$ cat src/rtl/serial_set_compare_pkg.sv
// Shared ALU package: set-class op encodings, compare FSM states and digit sizing.
// Also holds the rule that turns the final flags into the 1-bit set result.
package serial_set_compare_pkg;

  localparam int WIDTH_DEF = 16;
  localparam int DIGIT_DEF = 4;
  localparam int NDIGITS   = WIDTH_DEF / DIGIT_DEF;

  localparam logic [1:0] SET_SEQ = 2'b00;
  localparam logic [1:0] SET_SLT = 2'b01;
  localparam logic [1:0] SET_SLE = 2'b10;
  localparam logic [1:0] SET_SCO = 2'b11;

  typedef enum logic [1:0] {
    ST_IDLE = 2'b00,
    ST_RUN  = 2'b01,
    ST_DONE = 2'b10
  } set_state_t;

  // Signed less-than comes from N^V of A-B, equality from the all-zero sum.
  function automatic logic set_result(input logic [1:0] op, input logic n,
                                      input logic v, input logic c, input logic eq);
    logic res;
    case (op)
      SET_SEQ: res = eq;
      SET_SLT: res = n ^ v;
      SET_SLE: res = (n ^ v) | eq;
      SET_SCO: res = c;
      default: res = 1'b0;
    endcase
    return res;
  endfunction

endpackage

$ cat src/rtl/serial_set_compare_digit_adder.sv
// DIGIT-bit adder slice used once per cycle by the serial compare unit.
// Also reports the carry into the MSB so the caller can form signed overflow.
module digit_adder #(
  parameter int DIGIT = 4
) (
  input  logic [DIGIT-1:0] i_a,
  input  logic [DIGIT-1:0] i_b,
  input  logic             i_cin,
  output logic [DIGIT-1:0] o_sum,
  output logic             o_cout,
  output logic             o_cmsb
);

  logic [DIGIT:0] w_full;

  assign w_full = {1'b0, i_a} + {1'b0, i_b} + {{DIGIT{1'b0}}, i_cin};
  assign o_sum  = w_full[DIGIT-1:0];
  assign o_cout = w_full[DIGIT];
  // The MSB sum bit is a^b^cin, so the carry into it falls out by XOR.
  assign o_cmsb = w_full[DIGIT-1] ^ i_a[DIGIT-1] ^ i_b[DIGIT-1];

endmodule

$ cat src/rtl/serial_set_compare.sv
// Multi-cycle SEQ/SLT/SLE/SCO unit: one digit per cycle, LSB-first, through a
// single narrow adder, with a start/busy/done handshake for pipeline stalls.
module serial_set_compare
  import serial_set_compare_pkg::*;
#(
  parameter int WIDTH = WIDTH_DEF,
  parameter int DIGIT = DIGIT_DEF
) (
  input  logic             clk,
  input  logic             rst,
  input  logic             start,
  input  logic [1:0]       op,
  input  logic [WIDTH-1:0] InA,
  input  logic [WIDTH-1:0] InB,
  output logic             busy,
  output logic             done,
  output logic             Out
);

  localparam int NDIG = WIDTH / DIGIT;
  localparam int CW   = $clog2(NDIG + 1);
  localparam logic [CW-1:0] LAST_DIG  = CW'(NDIG - 1);
  localparam logic [CW-1:0] FINAL_CNT = CW'(NDIG);

  generate
    if ((WIDTH % DIGIT) != 0 || DIGIT < 1) begin : g_bad_width
      $error("serial_set_compare: WIDTH must be a multiple of DIGIT");
    end
  endgenerate

  set_state_t       r_state;
  set_state_t       w_state_nxt;
  logic [WIDTH-1:0] r_a;
  logic [WIDTH-1:0] r_b;
  logic [1:0]       r_op;
  logic [CW-1:0]    r_cnt;
  logic             r_carry;
  logic             r_zero;
  logic             r_n;
  logic             r_v;
  logic             r_busy;
  logic             r_done;
  logic             r_out;

  logic [DIGIT-1:0] w_sum;
  logic             w_cout;
  logic             w_cmsb;
  logic             w_last;
  logic             w_sum_zero;

  digit_adder #(.DIGIT(DIGIT)) u_digit_adder (
    .i_a    (r_a[DIGIT-1:0]),
    .i_b    (r_b[DIGIT-1:0]),
    .i_cin  (r_carry),
    .o_sum  (w_sum),
    .o_cout (w_cout),
    .o_cmsb (w_cmsb)
  );

  assign w_last     = (r_cnt == LAST_DIG);
  assign w_sum_zero = (w_sum == {DIGIT{1'b0}});

  // Next-state selection for the IDLE/RUN/DONE sequence.
  always_comb begin
    w_state_nxt = r_state;
    case (r_state)
      ST_IDLE: begin
        if (start) begin
          w_state_nxt = ST_RUN;
        end else begin
          w_state_nxt = ST_IDLE;
        end
      end
      ST_RUN: begin
        if (r_cnt == FINAL_CNT) begin
          w_state_nxt = ST_DONE;
        end else begin
          w_state_nxt = ST_RUN;
        end
      end
      ST_DONE: w_state_nxt = ST_IDLE;
      default: w_state_nxt = ST_IDLE;
    endcase
  end

  // State, handshake outputs, operand shifting and flag accumulation.
  always_ff @(posedge clk) begin
    if (rst) begin
      r_state <= ST_IDLE;
      r_a     <= {WIDTH{1'b0}};
      r_b     <= {WIDTH{1'b0}};
      r_op    <= 2'b00;
      r_cnt   <= {CW{1'b0}};
      r_carry <= 1'b0;
      r_zero  <= 1'b0;
      r_n     <= 1'b0;
      r_v     <= 1'b0;
      r_busy  <= 1'b0;
      r_done  <= 1'b0;
      r_out   <= 1'b0;
    end else begin
      r_state <= w_state_nxt;
      r_busy  <= (w_state_nxt != ST_IDLE);
      r_done  <= (w_state_nxt == ST_DONE);
      case (r_state)
        ST_IDLE: begin
          if (start) begin
            r_a     <= InA;
            // Subtract ops feed ~B with carry-in 1 so the adder forms A-B.
            r_b     <= (op == SET_SCO) ? InB : ~InB;
            r_op    <= op;
            r_carry <= (op != SET_SCO);
            r_cnt   <= {CW{1'b0}};
            r_zero  <= 1'b1;
          end
        end
        ST_RUN: begin
          if (r_cnt != FINAL_CNT) begin
            r_a     <= r_a >> DIGIT;
            r_b     <= r_b >> DIGIT;
            r_carry <= w_cout;
            r_zero  <= r_zero & w_sum_zero;
            r_cnt   <= r_cnt + {{(CW-1){1'b0}}, 1'b1};
            if (w_last) begin
              r_n <= w_sum[DIGIT-1];
              r_v <= w_cmsb ^ w_cout;
            end
          end else begin
            r_out <= set_result(r_op, r_n, r_v, r_carry, r_zero);
          end
        end
        ST_DONE: begin
          r_cnt <= r_cnt;
        end
        default: begin
          r_cnt <= {CW{1'b0}};
        end
      endcase
    end
  end

  assign busy = r_busy;
  assign done = r_done;
  assign Out  = r_out;

endmodule

$ cat config.mk
export PLATFORM = sky130hd
export DESIGN_NAME = serial_set_compare
export DESIGN_NICKNAME = d
export VERILOG_FILES = /design/src/rtl/serial_set_compare_pkg.sv /design/src/rtl/serial_set_compare_digit_adder.sv /design/src/rtl/serial_set_compare.sv
export SDC_FILE = /design/constraint.sdc
export NUM_CORES = 1
export LEC_CHECK = 0
export CORE_MARGIN = 4
export CORE_UTILIZATION = 32
export DETAILED_ROUTE_END_ITERATION = 16
export PLACE_DENSITY = 0.59
export SYNTH_ARGS = -nofsm -noshare
export SYNTH_HDL_FRONTEND = slang
export SYNTH_HIERARCHICAL = 1
export SYNTH_SLANG_ARGS = --single-unit
$ cat constraint.sdc
create_clock -name clk -period 3.9 [get_ports clk]
set_input_delay 0.585 -clock clk [delete_from_list [all_inputs] [get_ports clk]]
set_output_delay 0.585 -clock clk [all_outputs]
set_load 0.03 [all_outputs]
==> impl_results.md, run 1 <==
* VDD IR max at between 0.1 and 0.15 mV
* Total Wirelength at 4.44 mm
* CTS buffer count at 5
* Vias at 1660
* Syn avg cell area at 10.1 µm²
* Routed WL per cell at 12.4 µm
* Pin count of the biggest net entering global routing at 32
* Final hold violation count at 0
* Port Buffers at 39
* Actual slew at the worst max-slew pin at 0.961 ns
* Clk_lat worst skew at 0.29 ns
* Post-CTS Setup Repair Bufs at 0
* LEAKAGE at 1.09 nW
* Asr flop ratio synth at 0%
* Post-synth EDFFs at 0
* Synth Flop Type: dfxtp_1
* Initial antenna violation count at 0
* Core box area at 6870 µm²
* Synthesized area at roughly 2300 µm²
* Die Span X at 92.5 µm
* Slew Limit Headroom at 35.9%
* Setup tns final at 0 ns
* Number of gates resized after cts at 0
* Die Ht at 92.5 µm
* CP Class: reg2reg
* CTS Root Cell: clkbuf_8
* Fin crit share at 57.6%
* CTS Buffer Depth at 2
* #FFs+latches synth at 46
* Final ANT Viol Nets at 0
* Total track usage at 11.0%
* Global routing usage on met3 at 2.68%
* RSZ-0062 raised after global routing: false
* Outcome: finished clean
* CTS tree: built
* Site Rows at 30
* WP data required at 4.09 ns
* Post-route DRC at 0
* Final setup vio count at 0
* Violation count after the first detailed-routing iteration at 50
* WP data arrival at 2.43 ns
* Share of layout cells above drive strength 1 at a little under a tenth
* Post-Layout Cell Count at 358
* Vias in the first global route at roughly 1700
* Hold crit path type: reg2reg
* Mapped Cells at around 230
* Seq/Total Area, Yosys at 40.3%
* Synth Warn # at 6
* DR pass1 iterations at 4
* Final Max Slew Viols at 0
* Critical Path Start Type: register
* CTS H-tree depth at 2
* Met1 usage at between 10% and 20%
* Met2 GRT Util at 17.8%
* First-pass GRT wire length at 7.65 mm
* # clock sinks at 46
* Tmin final at between 2 and 2.5 ns
* PD cells at 353 nW/µm²
* Area growth syn-to-layout at 23.1%
* Diodes inserted at 0
* Final nets at 307
* Max-cap violations at 0
* Skew final at 0.00404 ns
* Via-to-Cell Ratio at 4.64
* DIE AREA at 8550 µm²
* Hold buffer count at cts at 0
* Largest fanout on the critical path at 31
* Starting Density at ~33%
* Global route total overflow at 0
* I/O Pins at 40
* Placer Congestion at 0.713
* Cell variety after synth at 37
* Crit end category: register
* Post-synthesis net count at around 270
* Fmax at 0.446 GHz
* Worst-path clk slew at 0.08 ns
* GRT busiest layer: met2
* Final Power at 0.991 mW
* DPL Wire Length at between 3 and 4 mm
* Inst Count DP at 351
cells in the mapped netlist, types with 2 or more instances:
cell type,n,area [µm²]
a21oi_1,10,50.1
a22o_1,18,158
a22oi_1,3,22.5
buf_2,7,35.0
buf_4,2,15.0
buf_6,3,33.8
clkbuf_1,3,11.3
dfxtp_1,46,921
fa_1,2,40.0
ha_1,6,75.1
inv_1,9,33.8
mux2i_1,15,150
nand2_1,17,63.8
nand2b_1,3,18.8
nand3_1,2,10.0
nor2_1,11,41.3
nor2b_1,3,18.8
nor3_1,3,15.0
o21ai_0,13,65.1
o2bb2ai_1,4,35.0
o2bb2ai_2,10,150
xnor2_1,17,149
xor2_1,6,52.6
cell usage in the layout, fill, tap and decap left out, drive strengths merged, types with 6 or more instances in the layout:
master,count
o2bb2ai,14
clkbuf,7
a22o,18
dfxtp,46
clkdlybuf4s50,39
nor2,11
ha,6
nand2,18
o21ai,14
xor2,6
a21oi,12
inv,9
mux2i,15
xnor2,17
metrics by stage:
| step | setup slack (ns) | area (µm²) | hold WS (ns) | utilization [%] |
|---|---|---|---|---|
| after floorplan | 2.21 | 2280 | 0.439 | - |
| after global placement | 1.46 | 2740 | 0.454 | 39.8 |
| after detailed placement | 1.41 | 2740 | 0.458 | 39.8 |
| after CTS | 1.65 | 2810 | 0.470 | 40.9 |
| after global routing | 1.51 | 2810 | 0.486 | 40.9 |
| final | 1.66 | 2810 | 0.470 | 40.9 |
metal layers:
metal / part of all wire [%] / vias to the layer above
li1: - / 870
met1: 46 / 755
met2: 48 / 33
met3: 4.1 / 2
met4: 1.0 / 0
met5: 0 / -
sequential cells by signal (all words and copies together) (netlist names):
signal	flops
r_a	16
r_b	16
r_cnt	3
r_op	2
r_state	2
Out	1
busy	1
done	1
r_carry	1
r_n	1
r_v	1
r_zero	1
area by class of cell:
class,count,area [µm²]
tap,96,120
clock buffer,7,76.3
timing repair buffer,43,420
fill,702,4060
inverter,10,42.5
multi-input combinational,156,1230
sequential,46,921
path summary, 6_finish.rpt:
path | startpoint | endpoint | slack [ns] | cells after the start
worst min-delay path | r_v$_SDFFE_PP0P_ | r_v$_SDFFE_PP0P_ | 0.47 | 2
worst max register to register | r_state[0]$_SDFF_PP0_ | r_a[15]$_SDFFE_PP0P_ | 1.66 | 5
worst max-delay path | r_state[0]$_SDFF_PP0_ | r_a[15]$_SDFFE_PP0P_ | 1.66 | 5
worst min register to register | r_v$_SDFFE_PP0P_ | r_v$_SDFFE_PP0P_ | 0.47 | 2
cells by family after synthesis:
family                   share of synthesized area (%)
flip-flops                                        40.3
buffers and inverters                             6.03
adder cells (fa/ha/maj)                           5.04
AO/OA/AOI/OAI                                     23.7
XOR/XNOR                                          8.82
multiplexers                                      6.58
AND/OR/NAND/NOR                                   9.53
worst max-delay path, stage by stage (launching register included):
cell      delay, ns
dfxtp_1        0.48
nand2b_1       0.56
a21oi_2        0.49
nor3_4         0.05
buf_4          0.27
a22o_1         0.27
report_power, final:
group          internal (mW)  switching (mW)
combinational          0.106          0.0929
sequential             0.502          0.0233
clock                  0.124           0.144
total                  0.731           0.260
(Power assumes the default switching activity.)
==> run 2: changes to the inputs <==
- PLACE_DENSITY: 0.59 -> 0.61
- clock period: 3.9 -> 1.9 ns (I/O delays scaled with it)
==> impl_results.md, run 2 (synthesis gave the netlist of run 1 again) <==
* Top flop regs: r_a (16), r_b (16), r_cnt (3) (unchanged)
* R2r worst-path depth at 7 (was 5)
* Slew Limit Headroom at 79.6% (was 35.9%)
* Hold crit path type: reg2reg (unchanged)
* Most common cell after layout, fill and taps aside: dfxtp_1 (unchanged)
* Pin count of the biggest net entering global routing at 32 (unchanged)
* Worst-path clk slew at 0.08 ns (about the same)
* CTS Buffer Depth at 2 (unchanged)
* Final Max Slew Viols at 0 (unchanged)
* Switching portion of total power at 26.6% (was 26.2%)
* Largest fanout on the critical path at 2 (was 31)
* DR pass1 iterations at 4 (unchanged)
* R2r endpoint: r_zero$_SDFFE_PP0P_ (was r_a[15]$_SDFFE_PP0P_)
* DPL Wire Length at 3.37 mm (was 3.31 mm)
* Final hold violation count at 0 (unchanged)
* CTS H-tree depth at 2 (unchanged)
* Diodes inserted at 0 (unchanged)
* Hold buffer count at cts at 0 (unchanged)
* Tmin final at 1.74 ns (was 2.24 ns)
* Finished layout cell area at 2920 µm² (was 2810 µm²)
* CTS Root Cell: clkbuf_8 (unchanged)
* Clock group share of total power at 28.7% (was 27.0%)
* Internal power at 1.57 mW (was 0.731 mW)
* CTS buffer count at 5 (unchanged)
* Global route total overflow at 0 (unchanged)
* RSZ-0062 raised after global routing: false (unchanged)
* Violation count after the first detailed-routing iteration at 41 (was 50)
* Register share of total power at 50.5% (was 53.0%)
* Via-to-Cell Ratio at 4.66 (was 4.64)
* Share of layout cells above drive strength 1 at 13.8% (was 9.54%)
* DIE AREA at 8550 µm² (unchanged)
* PD cells at 731 nW/µm² (was 353 nW/µm²)
* First-pass GRT wire length at 8.09 mm (was 7.65 mm)
* Starting Density at 33.2% (unchanged)
* LEAKAGE at 1.14 nW (was 1.09 nW)
* Vias at 1700 (was 1660)
* WP data arrival at 1.98 ns (was 2.43 ns)
* Post-route DRC at 0 (unchanged)
* Reg-to-Reg Start: r_a[0]$_SDFFE_PP0P_ (was r_state[0]$_SDFF_PP0_)
* CTS tree: built (unchanged)
* WHS Path Cells at 2 (unchanged)
* Combinational power share at 20.8% (was 20.1%)
* Vias in the first global route at 1726 (was 1688)
* Hold endpoint: r_v$_SDFFE_PP0P_ (unchanged)
* Die Span X at 92.5 µm (unchanged)
* Routed WL per cell at 12.6 µm (was 12.4 µm)
* Fmax at 0.574 GHz (was 0.446 GHz)
* Final ANT Viol Nets at 0 (unchanged)
* Switching power at 0.569 mW (was 0.260 mW)
* Final nets at 313 (was 307)
* WP data required at 2.14 ns (was 4.09 ns)
* Core box area at 6870 µm² (unchanged)
* Total track usage at 11.9% (was 11.0%)
* Setup tns final at 0 ns (unchanged)
* Final setup vio count at 0 (unchanged)
* Die Ht at 92.5 µm (unchanged)
* I/O Pins at 40 (unchanged)
* Max-cap violations at 0 (unchanged)
* Hold path start: r_v$_SDFFE_PP0P_ (unchanged)
* Clk_lat worst skew at 0.30 ns (was 0.29 ns)
* Post-CTS Setup Repair Bufs at 0 (unchanged)
* Skew final at 0.00444 ns (was 0.00404 ns)
* CP Class: reg2reg (unchanged)
* Crit end category: register (unchanged)
* Total Wirelength at 4.59 mm (was 4.44 mm)
* Dpl cell area at 2820 µm² (was 2740 µm²)
* Critical Path Start Type: register (unchanged)
* Number of gates resized after cts at 0 (unchanged)
* Fin crit share at 91.7% (was 57.6%)
* Actual slew at the worst max-slew pin at 0.304 ns (was 0.961 ns)
* Area growth syn-to-layout at 27.9% (was 23.1%)
* Site Rows at 30 (unchanged)
* Flop2flop setup slack at 0.16 ns (was 1.66 ns)
* VDD IR max at 0.244 mV (was 0.132 mV)
* # clock sinks at 46 (unchanged)
* Commonest cells after routing, fill and taps aside: dfxtp_1 (45), clkdlybuf4s50_1 (39), a22o_1 (18) (was dfxtp_1 (46), clkdlybuf4s50_1 (39), a22o_1 (18))
* Placer Congestion at 0.804 (was 0.713)
* Port Buffers at 39 (unchanged)
* Initial antenna violation count at 0 (unchanged)
* Outcome: finished clean (unchanged)
==> run 2: cell types whose count changed in the layout (fill, tap and decap cells not counted), moves of 2 or more <==
cell    delta
buf_4      +3
fa_1       -2
buf_12     +3
fa_2       +2
==> run 2: power by group through the flow <==
stage | Sequential [mW] | Combinational (mW) | Clock [mW]
after floorplan | 1.09 | 0.292 | 0
after global placement | 1.10 | 0.437 | 0
after detailed placement | 1.10 | 0.444 | 0
after CTS | 1.08 | 0.446 | 0.636
after global routing | 1.09 | 0.497 | 0.677
final | 1.08 | 0.445 | 0.613
==> run 2: worst max path at each step <==
stage / startpoint / to / cells after the start
after floorplan: r_a[0]$_SDFFE_PP0P_ / r_zero$_SDFFE_PP0P_ / 7
after global placement: start / r_b[14]$_SDFFE_PP0P_ / 7
after detailed placement: r_a[0]$_SDFFE_PP0P_ / r_v$_SDFFE_PP0P_ / 9
after CTS: r_a[0]$_SDFFE_PP0P_ / r_v$_SDFFE_PP0P_ / 9
after global routing: r_a[0]$_SDFFE_PP0P_ / r_v$_SDFFE_PP0P_ / 9
final: r_a[0]$_SDFFE_PP0P_ / r_zero$_SDFFE_PP0P_ / 7
==> run 2: cell type report <==
type,count,area (µm²)
Fill cell,700,3950
Clock buffer,7,86.3
Timing Repair Buffer,49,503
Clock inverter,1,5.00
Sequential cell,46,922
Multi-Input combinational cell,156,1240
Tap cell,96,120
Inverter,10,42.5
==> run 2: stage by stage <==
stage | hold slack [ns] | utilization (%) | setup slack (ns) | cells | power [mW]
2_1_floorplan | 0.411 | - | 0.206 | 227 | 1.38
3_3_place_gp | 0.452 | 41.0 | 0.0778 | 357 | 1.53
6_report | 0.475 | 42.5 | 0.157 | 365 | 2.14
5_1_grt | 0.495 | 42.5 | 0.00124 | 365 | 2.26
3_5_place_dp | 0.458 | 41.0 | 0.0256 | 357 | 1.54
4_1_cts | 0.475 | 42.3 | 0.00505 | 365 | 2.16
==> run 2: worst max-delay path, stage by stage (launching register included) <==
cell	delay (ns)
dfxtp_1	0.37
fa_2	0.21
inv_1	0.05
fa_2	0.52
inv_1	0.05
nor4_2	0.25
o21ai_1	0.10
a21oi_1	0.13
==> run 2: per-layer routing <==
metal | up-vias | share of wire, % | wire length [µm] | GRT usage, %
met1 | 780 | 48 | 2230 | 15.3
li1 | 879 | - | - | -
met5 | - | 0 | 0 | 0
met4 | 0 | 1.9 | 87 | 4.33
met2 | 34 | 45 | 2080 | 18.7
met3 | 7 | 4.3 | 199 | 3.66
